`config.mk`:
```
export PLATFORM = sky130hd
export DESIGN_NAME = tlb_op_ctrl
export DESIGN_NICKNAME = d
export VERILOG_FILES = /design/src/rtl/tlb_op_ctrl.sv
export SDC_FILE = /design/constraint.sdc
export NUM_CORES = 1
export LEC_CHECK = 0
export ABC_AREA = 1
export CORE_AREA = 2 2 196 198
export DETAILED_ROUTE_END_ITERATION = 10
export DIE_AREA = 0 0 198 200
export MAX_ROUTING_LAYER = met4
export PLACE_DENSITY = 0.64
export SLEW_MARGIN = 10
export SYNTH_ARGS = -nofsm -noshare
export SYNTH_HDL_FRONTEND = slang
export SYNTH_SLANG_ARGS = --single-unit
```
`constraint.sdc`:
```
create_clock -name clk -period 19.6 [get_ports clk]
set_input_delay 3.92 -clock clk [delete_from_list [all_inputs] [get_ports clk]]
set_output_delay 3.92 -clock clk [all_outputs]
set_load 0.05 [all_outputs]
```
`src/rtl/tlb_op_ctrl.sv`:
```
// tlb_op_ctrl: sequences TLBSRCH/TLBRD/TLBWR/TLBFILL/INVTLB onto the TLB
// search port 1, write, read and invtlb ports and returns results to the
// CSR file over a done_valid/done_ready handshake.
// Ports: op_* request handshake, inv_* INVTLB operands, csr_* CSR
// snapshot, mem_* data-side translation (shares search port 1),
// tlb_* TLB port wiring, done_* result handshake and payload.
// ELO format (28b): {1'b0, ppn[19:0], g, mat[1:0], plv[1:0], d, v}.
// Build option: define TLB_FILL_LFSR_EN to pick fill slots from a
// 4-bit LFSR (TLBNUM must be 16) instead of a wrap-around counter.
module tlb_op_ctrl #(
  parameter int TLBNUM = 16,
  parameter int IDX_W  = $clog2(TLBNUM)
) (
  input  logic             clk,
  input  logic             reset,
  input  logic             op_valid,
  output logic             op_ready,
  input  logic [2:0]       op_type,
  input  logic [4:0]       inv_op,
  input  logic [9:0]       inv_asid,
  input  logic [31:0]      inv_va,
  input  logic [9:0]       csr_asid,
  input  logic [18:0]      csr_ehi_vppn,
  input  logic [IDX_W-1:0] csr_idx,
  input  logic [5:0]       csr_ps,
  input  logic             csr_ne,
  input  logic [27:0]      csr_elo0,
  input  logic [27:0]      csr_elo1,
  input  logic             mem_req,
  input  logic [18:0]      mem_vppn,
  input  logic             mem_va_bit12,
  output logic             mem_grant,
  output logic [18:0]      tlb_s1_vppn,
  output logic             tlb_s1_va_bit12,
  output logic [9:0]       tlb_s1_asid,
  input  logic             tlb_s1_found,
  input  logic [IDX_W-1:0] tlb_s1_index,
  output logic             tlb_we,
  output logic [IDX_W-1:0] tlb_w_index,
  output logic             tlb_w_e,
  output logic [18:0]      tlb_w_vppn,
  output logic [5:0]       tlb_w_ps,
  output logic [9:0]       tlb_w_asid,
  output logic             tlb_w_g,
  output logic [19:0]      tlb_w_ppn0,
  output logic [1:0]       tlb_w_plv0,
  output logic [1:0]       tlb_w_mat0,
  output logic             tlb_w_d0,
  output logic             tlb_w_v0,
  output logic [19:0]      tlb_w_ppn1,
  output logic [1:0]       tlb_w_plv1,
  output logic [1:0]       tlb_w_mat1,
  output logic             tlb_w_d1,
  output logic             tlb_w_v1,
  output logic [IDX_W-1:0] tlb_r_index,
  input  logic             tlb_r_e,
  input  logic [18:0]      tlb_r_vppn,
  input  logic [5:0]       tlb_r_ps,
  input  logic [9:0]       tlb_r_asid,
  input  logic             tlb_r_g,
  input  logic [19:0]      tlb_r_ppn0,
  input  logic [1:0]       tlb_r_plv0,
  input  logic [1:0]       tlb_r_mat0,
  input  logic             tlb_r_d0,
  input  logic             tlb_r_v0,
  input  logic [19:0]      tlb_r_ppn1,
  input  logic [1:0]       tlb_r_plv1,
  input  logic [1:0]       tlb_r_mat1,
  input  logic             tlb_r_d1,
  input  logic             tlb_r_v1,
  output logic             tlb_invtlb_valid,
  output logic [4:0]       tlb_invtlb_op,
  output logic             done_valid,
  input  logic             done_ready,
  output logic [2:0]       done_type,
  output logic             done_srch_hit,
  output logic [IDX_W-1:0] done_srch_idx,
  output logic             done_rd_e,
  output logic [18:0]      done_rd_vppn,
  output logic [5:0]       done_rd_ps,
  output logic [9:0]       done_rd_asid,
  output logic [27:0]      done_rd_elo0,
  output logic [27:0]      done_rd_elo1
);

  localparam logic [2:0] OP_SRCH = 3'd0;
  localparam logic [2:0] OP_RD   = 3'd1;
  localparam logic [2:0] OP_WR   = 3'd2;
  localparam logic [2:0] OP_FILL = 3'd3;
  localparam logic [2:0] OP_INV  = 3'd4;

  typedef enum logic [1:0] {
    IDLE,
    EXEC,
    RESP
  } state_t;

  state_t state, next_state;

  logic [2:0]       l_type;
  logic [4:0]       l_inv_op;
  logic [9:0]       l_inv_asid;
  logic [19:0]      l_inv_va;
  logic [9:0]       l_asid;
  logic [18:0]      l_vppn;
  logic [IDX_W-1:0] l_idx;
  logic [5:0]       l_ps;
  logic             l_ne;
  logic [26:0]      l_elo0;
  logic [26:0]      l_elo1;
  logic [IDX_W-1:0] l_fill;
  logic [IDX_W-1:0] fill_idx;

  logic is_srch, is_rd, is_wr, is_fill, is_inv;
  logic own_s1;
  logic rd_hit;
  logic accept;

  // Bits with no consumer: VA page offset and the ELO pad bit.
  logic unused_bits;
  assign unused_bits = ^{inv_va[11:0], csr_elo0[27], csr_elo1[27]};

`ifdef TLB_FILL_LFSR_EN
  // x^4+x^3+1, period 15; the all-zero state is unreachable.
  logic [3:0] lfsr;
  always_ff @(posedge clk or posedge reset) begin
    if (reset) lfsr <= 4'b0001;
    else       lfsr <= {lfsr[2:0], lfsr[3] ^ lfsr[2]};
  end
  assign fill_idx = IDX_W'(lfsr);
`else
  logic [IDX_W-1:0] fill_cnt;
  always_ff @(posedge clk or posedge reset) begin
    if (reset) fill_cnt <= '0;
    else       fill_cnt <= fill_cnt + IDX_W'(1);
  end
  assign fill_idx = fill_cnt;
`endif

  assign is_srch = (l_type == OP_SRCH);
  assign is_rd   = (l_type == OP_RD);
  assign is_wr   = (l_type == OP_WR);
  assign is_fill = (l_type == OP_FILL);
  assign is_inv  = (l_type == OP_INV);
  assign accept  = op_valid & op_ready;
  assign rd_hit  = is_rd & tlb_r_e;

  always_ff @(posedge clk or posedge reset) begin
    if (reset) state <= IDLE;
    else       state <= next_state;
  end

  always_comb begin
    next_state       = state;
    op_ready         = 1'b0;
    done_valid       = 1'b0;
    tlb_we           = 1'b0;
    tlb_invtlb_valid = 1'b0;
    own_s1           = 1'b0;
    unique case (state)
      IDLE: begin
        op_ready = 1'b1;
        if (op_valid) next_state = EXEC;
      end
      EXEC: begin
        tlb_we           = is_wr | is_fill;
        tlb_invtlb_valid = is_inv;
        own_s1           = is_srch | is_inv;
        next_state       = RESP;
      end
      RESP: begin
        done_valid = 1'b1;
        if (done_ready) next_state = IDLE;
      end
      default: next_state = IDLE;
    endcase
  end

  // Search port 1: the controller wins; the data side retries.
  always_comb begin
    tlb_s1_vppn     = mem_vppn;
    tlb_s1_va_bit12 = mem_va_bit12;
    tlb_s1_asid     = csr_asid;
    if (own_s1 && is_inv) begin
      tlb_s1_vppn     = l_inv_va[19:1];
      tlb_s1_va_bit12 = l_inv_va[0];
      tlb_s1_asid     = l_inv_asid;
    end else if (own_s1) begin
      tlb_s1_vppn     = l_vppn;
      tlb_s1_va_bit12 = 1'b0;
      tlb_s1_asid     = l_asid;
    end
  end
  assign mem_grant = mem_req & ~own_s1;

  assign tlb_w_index = is_fill ? l_fill : l_idx;
  assign tlb_w_e     = ~l_ne;
  assign tlb_w_vppn  = l_vppn;
  assign tlb_w_ps    = l_ps;
  assign tlb_w_asid  = l_asid;
  assign tlb_w_g     = l_elo0[6] & l_elo1[6];
  assign tlb_w_ppn0  = l_elo0[26:7];
  assign tlb_w_mat0  = l_elo0[5:4];
  assign tlb_w_plv0  = l_elo0[3:2];
  assign tlb_w_d0    = l_elo0[1];
  assign tlb_w_v0    = l_elo0[0];
  assign tlb_w_ppn1  = l_elo1[26:7];
  assign tlb_w_mat1  = l_elo1[5:4];
  assign tlb_w_plv1  = l_elo1[3:2];
  assign tlb_w_d1    = l_elo1[1];
  assign tlb_w_v1    = l_elo1[0];

  assign tlb_r_index   = l_idx;
  assign tlb_invtlb_op = l_inv_op;
  assign done_type     = l_type;

  always_ff @(posedge clk or posedge reset) begin
    if (reset) begin
      l_type        <= '0;
      l_inv_op      <= '0;
      l_inv_asid    <= '0;
      l_inv_va      <= '0;
      l_asid        <= '0;
      l_vppn        <= '0;
      l_idx         <= '0;
      l_ps          <= '0;
      l_ne          <= 1'b0;
      l_elo0        <= '0;
      l_elo1        <= '0;
      l_fill        <= '0;
      done_srch_hit <= 1'b0;
      done_srch_idx <= '0;
      done_rd_e     <= 1'b0;
      done_rd_vppn  <= '0;
      done_rd_ps    <= '0;
      done_rd_asid  <= '0;
      done_rd_elo0  <= '0;
      done_rd_elo1  <= '0;
    end else begin
      if (accept) begin
        l_type     <= op_type;
        l_inv_op   <= inv_op;
        l_inv_asid <= inv_asid;
        l_inv_va   <= inv_va[31:12];
        l_asid     <= csr_asid;
        l_vppn     <= csr_ehi_vppn;
        l_idx      <= csr_idx;
        l_ps       <= csr_ps;
        l_ne       <= csr_ne;
        l_elo0     <= csr_elo0[26:0];
        l_elo1     <= csr_elo1[26:0];
        l_fill     <= fill_idx;
      end
      if (state == EXEC) begin
        done_srch_hit <= is_srch & tlb_s1_found;
        done_srch_idx <= is_srch ? tlb_s1_index : '0;
        // An invalid entry reads back as all zeros.
        done_rd_e     <= rd_hit;
        done_rd_vppn  <= rd_hit ? tlb_r_vppn : '0;
        done_rd_ps    <= rd_hit ? tlb_r_ps : '0;
        done_rd_asid  <= rd_hit ? tlb_r_asid : '0;
        done_rd_elo0  <= rd_hit ?
          {1'b0, tlb_r_ppn0, tlb_r_g, tlb_r_mat0,
           tlb_r_plv0, tlb_r_d0, tlb_r_v0} : '0;
        done_rd_elo1  <= rd_hit ?
          {1'b0, tlb_r_ppn1, tlb_r_g, tlb_r_mat1,
           tlb_r_plv1, tlb_r_d1, tlb_r_v1} : '0;
      end
    end
  end

endmodule

```
==> metrics.yaml, run 1 <==
status: "completed"
cp-end-kind: "output pin"
overflow: 0
start_util_pct: 27.9
yosysWarnings: 0
drt_iter0_markers: 391
powerDensity_nw_per_um2: 176
syn_area_sq_um: 10400
tightest_slew_ps: 1080
netSwitchingPower_uw: 1400
power_frac_seq_pct: 27.8
n_fill_cell: 3623
r2r_cells: 5
ir_drop_mv: 0.101
grt_first_pass_wirelength_um: 54300
setup_violations: 0
io_buffers: 485
wl_per_cell_um: 16.6
synth_xor_area_share_pct: 0.168
cap_viol_max_count: 0
switching_share_pct: 49.2
rr_endpoint: "done_rd_vppn[0]$_DFFE_PP0P_"
yosysTopAreaCell: "dfrtp_1"
place_hpwl_um: 25000
max_freq_ghz: 0.106
h-tree-depth: 1
coreArea_sq_um: 37400
seq_area_frac_synth_pct: 56.6
finalHoldViolCount: 0
num-nets-final: 1946
min_period_ps: 9440
cp.required_ps: 15680
area_growth_pct: 54.7
muxShareOfSynthArea_pct: 0
routed_via_density: 4.40
rows: 71
power_uw: 2850
intPower_uw: 1450
cts_resized: 0
rsz0062_at_grt: "no"
grt_max_degree: 105
critPathArrivalTime_ps: 5520
hold_depth: 2
netlist_instances: 1282
ys_ff_latch: 236
vias: 9719
ant_nets: 0
setup-tns-final_ps: 0
synthTopCellsByArea: "dfrtp_1, nand2_1, nand3_1, buf_4, buf_2"
synth_adder_area_share_pct: 0.120
post-place-ws_ps: 10160
worst_hold_path.endpoint: "done_rd_vppn[7]$_DFFE_PP0P_"
synth_top_family_by_area: "simple AND/OR/NAND/NOR gates"
firstDrtPassIters: 5
route.detailed.drc: 0
die_w_um: 198
layout-drive-gt1-share_pct: 3.77
clk_latency_ps: 540
clock_power_share_pct: 18.2
synth_compound_area_share_pct: 1.49
wirelength_um: 36600
antenna_found_initial: 1
die_h_um: 200
synth.distinct_cells: 22
synthSimpleGateAreaFrac_pct: 32.4
die_area_sq_um: 39600
cts_hold_buf: 0
fin_skew_ps: 9.01
drv_slew: 0
multi_input_area_sq_um: 3590
p_leak_uw: 0.00791
slew_headroom_pct: 27.8
crit_fanout: 1
path_class: "in -> out"
fin_util_pct: 43.2
hold_class: "reg -> reg"
pwr-share-comb_pct: 54.0
r2r_slack_ps: 16880
clk_pin_slew_ps: 60
cts_setup_buffers: 0
hold_path_startpoint: "done_rd_vppn[7]$_DFFE_PP0P_"
timing.final.crit_share_pct: 48.1
cts_tree: "built"
synth_top_area_share_pct: 56.6
cp-start-kind: "input pin"
cts.sinks: 236
setup_slack_ps: 10160
grt_usage_pct: 18.2
avgSynthCellArea_sq_um: 8.14
gp_congestion: 0.847
r2r_start: "state[0]$_DFFE_PP0P_"
clk_path_buf_depth: 3
grt_pass1_vias: 9769
seqCellArea_sq_um: 5910
cts_buffers: 28
cts_root_buffer: "clkbuf_16"
ios: 502
==> sequential cells by signal, indices dropped and copies added, names as in the netlist, 5 cells and up <==
name           count
done_rd_vppn      19
done_rd_asid      10
done_rd_elo1      27
tlb_w_asid        10
l_elo0            27
tlb_w_ps           6
l_elo1            27
done_rd_elo0      26
tlb_w_vppn        19
done_rd_ps         6
l_inv_asid        10
tlb_invtlb_op      5
l_inv_va          20
==> routing by layer <==
metal | global-route usage [%] | routed length [um] | vias up
met1 | 21.5 | 15000 | 4600
met5 | - | 0 | -
met2 | 30.3 | 17800 | 364
met4 | 6.18 | 1000 | 0
met3 | 4.60 | 2870 | 52
li1 | - | - | 4703
==> area by class of cell <==
| type | instances | share of cell area [%] |
|---|---|---|
| inverter | 46 | 1.14 |
| clock inverter | 6 | 0.496 |
| sequential | 236 | 36.6 |
| multi-input combinational | 874 | 22.2 |
| clock buffer | 41 | 5.14 |
| tap | 511 | 3.96 |
| timing repair buffer | 494 | 30.5 |
| antenna | 1 | 0.0155 |
==> cell usage after synthesis (all sizes together) <==
master / instances
buf: 118
clkbuf: 9
clkinv: 1
conb: 1
dfrtp: 236
ha: 1
inv: 45
nand2: 672
nand3: 149
nand4: 4
nor2: 12
nor3: 1
o21ai: 31
xor2: 2
==> layout by cell type (no fill, tap or decap) <==
| cell | instances |
|---|---|
| clkinv_2 | 5 |
| xor2_1 | 2 |
| nand2_4 | 2 |
| nor3_1 | 1 |
| nor2_1 | 7 |
| nand3_1 | 149 |
| nor2_2 | 1 |
| buf_4 | 9 |
| clkdlybuf4s50_1 | 485 |
| clkbuf_1 | 6 |
| inv_4 | 1 |
| nand2_1 | 668 |
| nand2_2 | 2 |
| o21ai_1 | 10 |
| nor2_4 | 4 |
| clkbuf_8 | 6 |
| clkbuf_16 | 29 |
| dfrtp_1 | 236 |
| o21ai_0 | 21 |
| inv_1 | 41 |
| bufinv_16 | 2 |
| inv_2 | 2 |
| conb_1 | 2 |
| ha_1 | 1 |
| diode_2 | 1 |
| nand4_1 | 4 |
| inv_8 | 1 |
==> power groups by stage <==
stage / Sequential, uW / Combinational (uW) / Clock, uW
2_1_floorplan: 1120 / 732 / 0
3_3_place_gp: 790 / 1540 / 0
3_5_place_dp: 795 / 1550 / 0
4_1_cts: 791 / 1550 / 533
5_1_grt: 812 / 1630 / 554
6_report: 791 / 1540 / 519
==> cells by family after synthesis <==
logic type / Yosys count
flops: 236
simple gates: 838
xor+xnor: 2
other cells: 1
fa+ha+maj: 1
compound gates: 31
buf+inv: 173
==> through the flow <==
stage | cells | hold slack, ps | cell area (sq um)
CTS | 2208 | 480 | 16200
finish | 2209 | 475 | 16200
global route | 2209 | 487 | 16200
global placement | 2161 | 461 | 15200
floorplan | 1283 | 437 | 10400
detailed placement | 2161 | 464 | 15200
==> critical path: stages <==
cell             delay, ps
clkdlybuf4s50_1        450
inv_1                   30
nand2_1                 60
nand2_1                140
nand2_1                 90
clkdlybuf4s50_1        820
==> worst max-delay path by stage <==
stage | from | to | slack [ps] | cells past startpoint
after detailed placement | mem_vppn[11] | tlb_s1_vppn[11] | 10160 | 6
after CTS | mem_vppn[11] | tlb_s1_vppn[11] | 10160 | 6
after floorplan | reset | done_rd_asid[0]$_DFFE_PP0P_ | 9210 | 1
after global routing | mem_vppn[11] | tlb_s1_vppn[11] | 10090 | 6
after global placement | mem_vppn[10] | tlb_s1_vppn[10] | 10150 | 6
final | mem_vppn[11] | tlb_s1_vppn[11] | 10160 | 6
Power figures use the tool's default switching activity.
==> run 2: changes to the inputs <==
==> constraint.sdc (replaced) <==
create_clock -name clk -period 9.61 [get_ports clk]
set_input_delay 1.922 -clock clk [delete_from_list [all_inputs] [get_ports clk]]
set_output_delay 1.922 -clock clk [all_outputs]
set_load 0.05 [all_outputs]
==> metrics.yaml, run 2 (same netlist as run 1, synthesis figures left out) <==
fin_skew_ps: 12.3
powerDensity_nw_per_um2: 358
cp-end-kind: "output pin"
cts_tree: "built"
use_met1_pct: 21.8
cts_buffers: 26
start_util_pct: 27.9
grt_max_degree: 96
cts_setup_buffers: 0
timing.final.crit_share_pct: 63.1
n_fill_cell: 3688
hold_depth: 2
grt_first_pass_wirelength_um: 54400
routed_via_density: 4.42
tightest_slew_ps: 1190
cp.required_ps: 7690
clk_path_buf_depth: 3
slew_headroom_pct: 20.7
worst_hold_path.endpoint: "done_rd_asid[3]$_DFFE_PP0P_"
rows: 71
firstDrtPassIters: 5
path_class: "reg -> out"
top_regs: "done_rd_elo1 (27), l_elo0 (27), l_elo1 (27)"
hold_path_startpoint: "done_rd_asid[3]$_DFFE_PP0P_"
fin_util_pct: 43.1
clk_pin_slew_ps: 60
min_period_ps: 6060
setup_violations: 0
r2r_slack_ps: 6420
grt_usage_pct: 18.1
die_w_um: 198
setup-tns-final_ps: 0
crit_fanout: 43
max_freq_ghz: 0.165
overflow: 0
cp-start-kind: "flip-flop"
area_growth_pct: 54.4
die_area_sq_um: 39600
ant_nets: 0
antenna_found_initial: 2
final_common_cell: "nand2_1"
cap_viol_max_count: 0
wirelength_um: 36100
drt_iter0_markers: 370
coreArea_sq_um: 37400
hold_class: "reg -> reg"
r2r_cells: 6
ios: 502
cts.sinks: 236
rsz0062_at_grt: "no"
die_h_um: 200
num-nets-final: 1943
finalHoldViolCount: 0
cts_root_buffer: "clkbuf_16"
grt_pass1_vias: 9852
grt.met3_usage_pct: 4.44
hold_ws_ps: 476
ir_drop_mv: 0.204
vias: 9759
layout-drive-gt1-share_pct: 3.60
final_cell_mix: "nand2_1, clkdlybuf4s50_1, dfrtp_1"
drv_slew: 0
cts_hold_buf: 0
r2r_start: "state[1]$_DFFE_PP0P_"
wl_per_cell_um: 16.3
p_leak_uw: 0.00788
status: "completed"
io_buffers: 485
clk_latency_ps: 540
rr_endpoint: "tlb_w_vppn[3]$_DFFE_PP0P_"
gp_congestion: 0.850
h-tree-depth: 1
place_hpwl_um: 24900
critPathArrivalTime_ps: 4140
cts_resized: 0
met2_usage_pct: 29.9
busiest_layer: "met2"
route.detailed.drc: 0
-- run 2: critical path, stage by stage (launching register included) --
cell	delay (ps)
dfrtp_1	460
inv_2	70
nor2_4	880
nand2_2	890
nand2_1	230
nand2_1	120
nand2_1	80
clkdlybuf4s50_1	830
-- run 2: per-stage QoR --
| stage | area [sq um] | total power (uW) | setup slack (ps) | std cells |
|---|---|---|---|---|
| 3_3_place_gp | 15200 | 4750 | 4060 | 2160 |
| 4_1_cts | 16100 | 5820 | 3420 | 2206 |
| 6_report | 16100 | 5760 | 3550 | 2208 |
| 5_1_grt | 16100 | 6080 | 3200 | 2208 |
| 3_5_place_dp | 15200 | 4770 | 4030 | 2160 |
| 2_1_floorplan | 10400 | 3780 | 1210 | 1283 |
-- run 2: layout make-up --
| type | instances | area [sq um] | area share [%] |
|---|---|---|---|
| Antenna cell | 2 | 5.00 | 0.0311 |
| Clock buffer | 41 | 798 | 4.95 |
| Tap cell | 511 | 639 | 3.97 |
| Multi-Input combinational cell | 874 | 3590 | 22.3 |
| Sequential cell | 236 | 5910 | 36.7 |
| Inverter | 46 | 184 | 1.14 |
| Timing Repair Buffer | 493 | 4910 | 30.5 |
| Clock inverter | 5 | 77.6 | 0.481 |
-- run 2: where the power goes --
group          switching, uW  leakage (uW)  internal, uW
sequential               241       0.00304          1370
clock                    404      0.000428           619
combinational           2200       0.00441           929
-- run 2: worst max path at each step --
stage          slack, ps  cells past startpoint                           to                  from
2_1_floorplan       1210                      1  done_rd_asid[0]$_DFFE_PP0P_                 reset
4_1_cts             3420                      7              tlb_s1_vppn[11]  state[0]$_DFFE_PP0P_
3_3_place_gp        4060                      7              tlb_s1_vppn[11]  state[0]$_DFFE_PP0P_
3_5_place_dp        4030                      7              tlb_s1_vppn[11]  state[0]$_DFFE_PP0P_
6_report            3550                      7              tlb_s1_vppn[10]  state[0]$_DFFE_PP0P_
5_1_grt             3200                      7               tlb_s1_vppn[4]  state[0]$_DFFE_PP0P_
-- run 2: per-layer routing --
layer / routed length (um) / vias up
met5: 0 / -
met2: 17100 / 403
met1: 14900 / 4590
li1: - / 4702
met3: 3010 / 64
met4: 1080 / 0
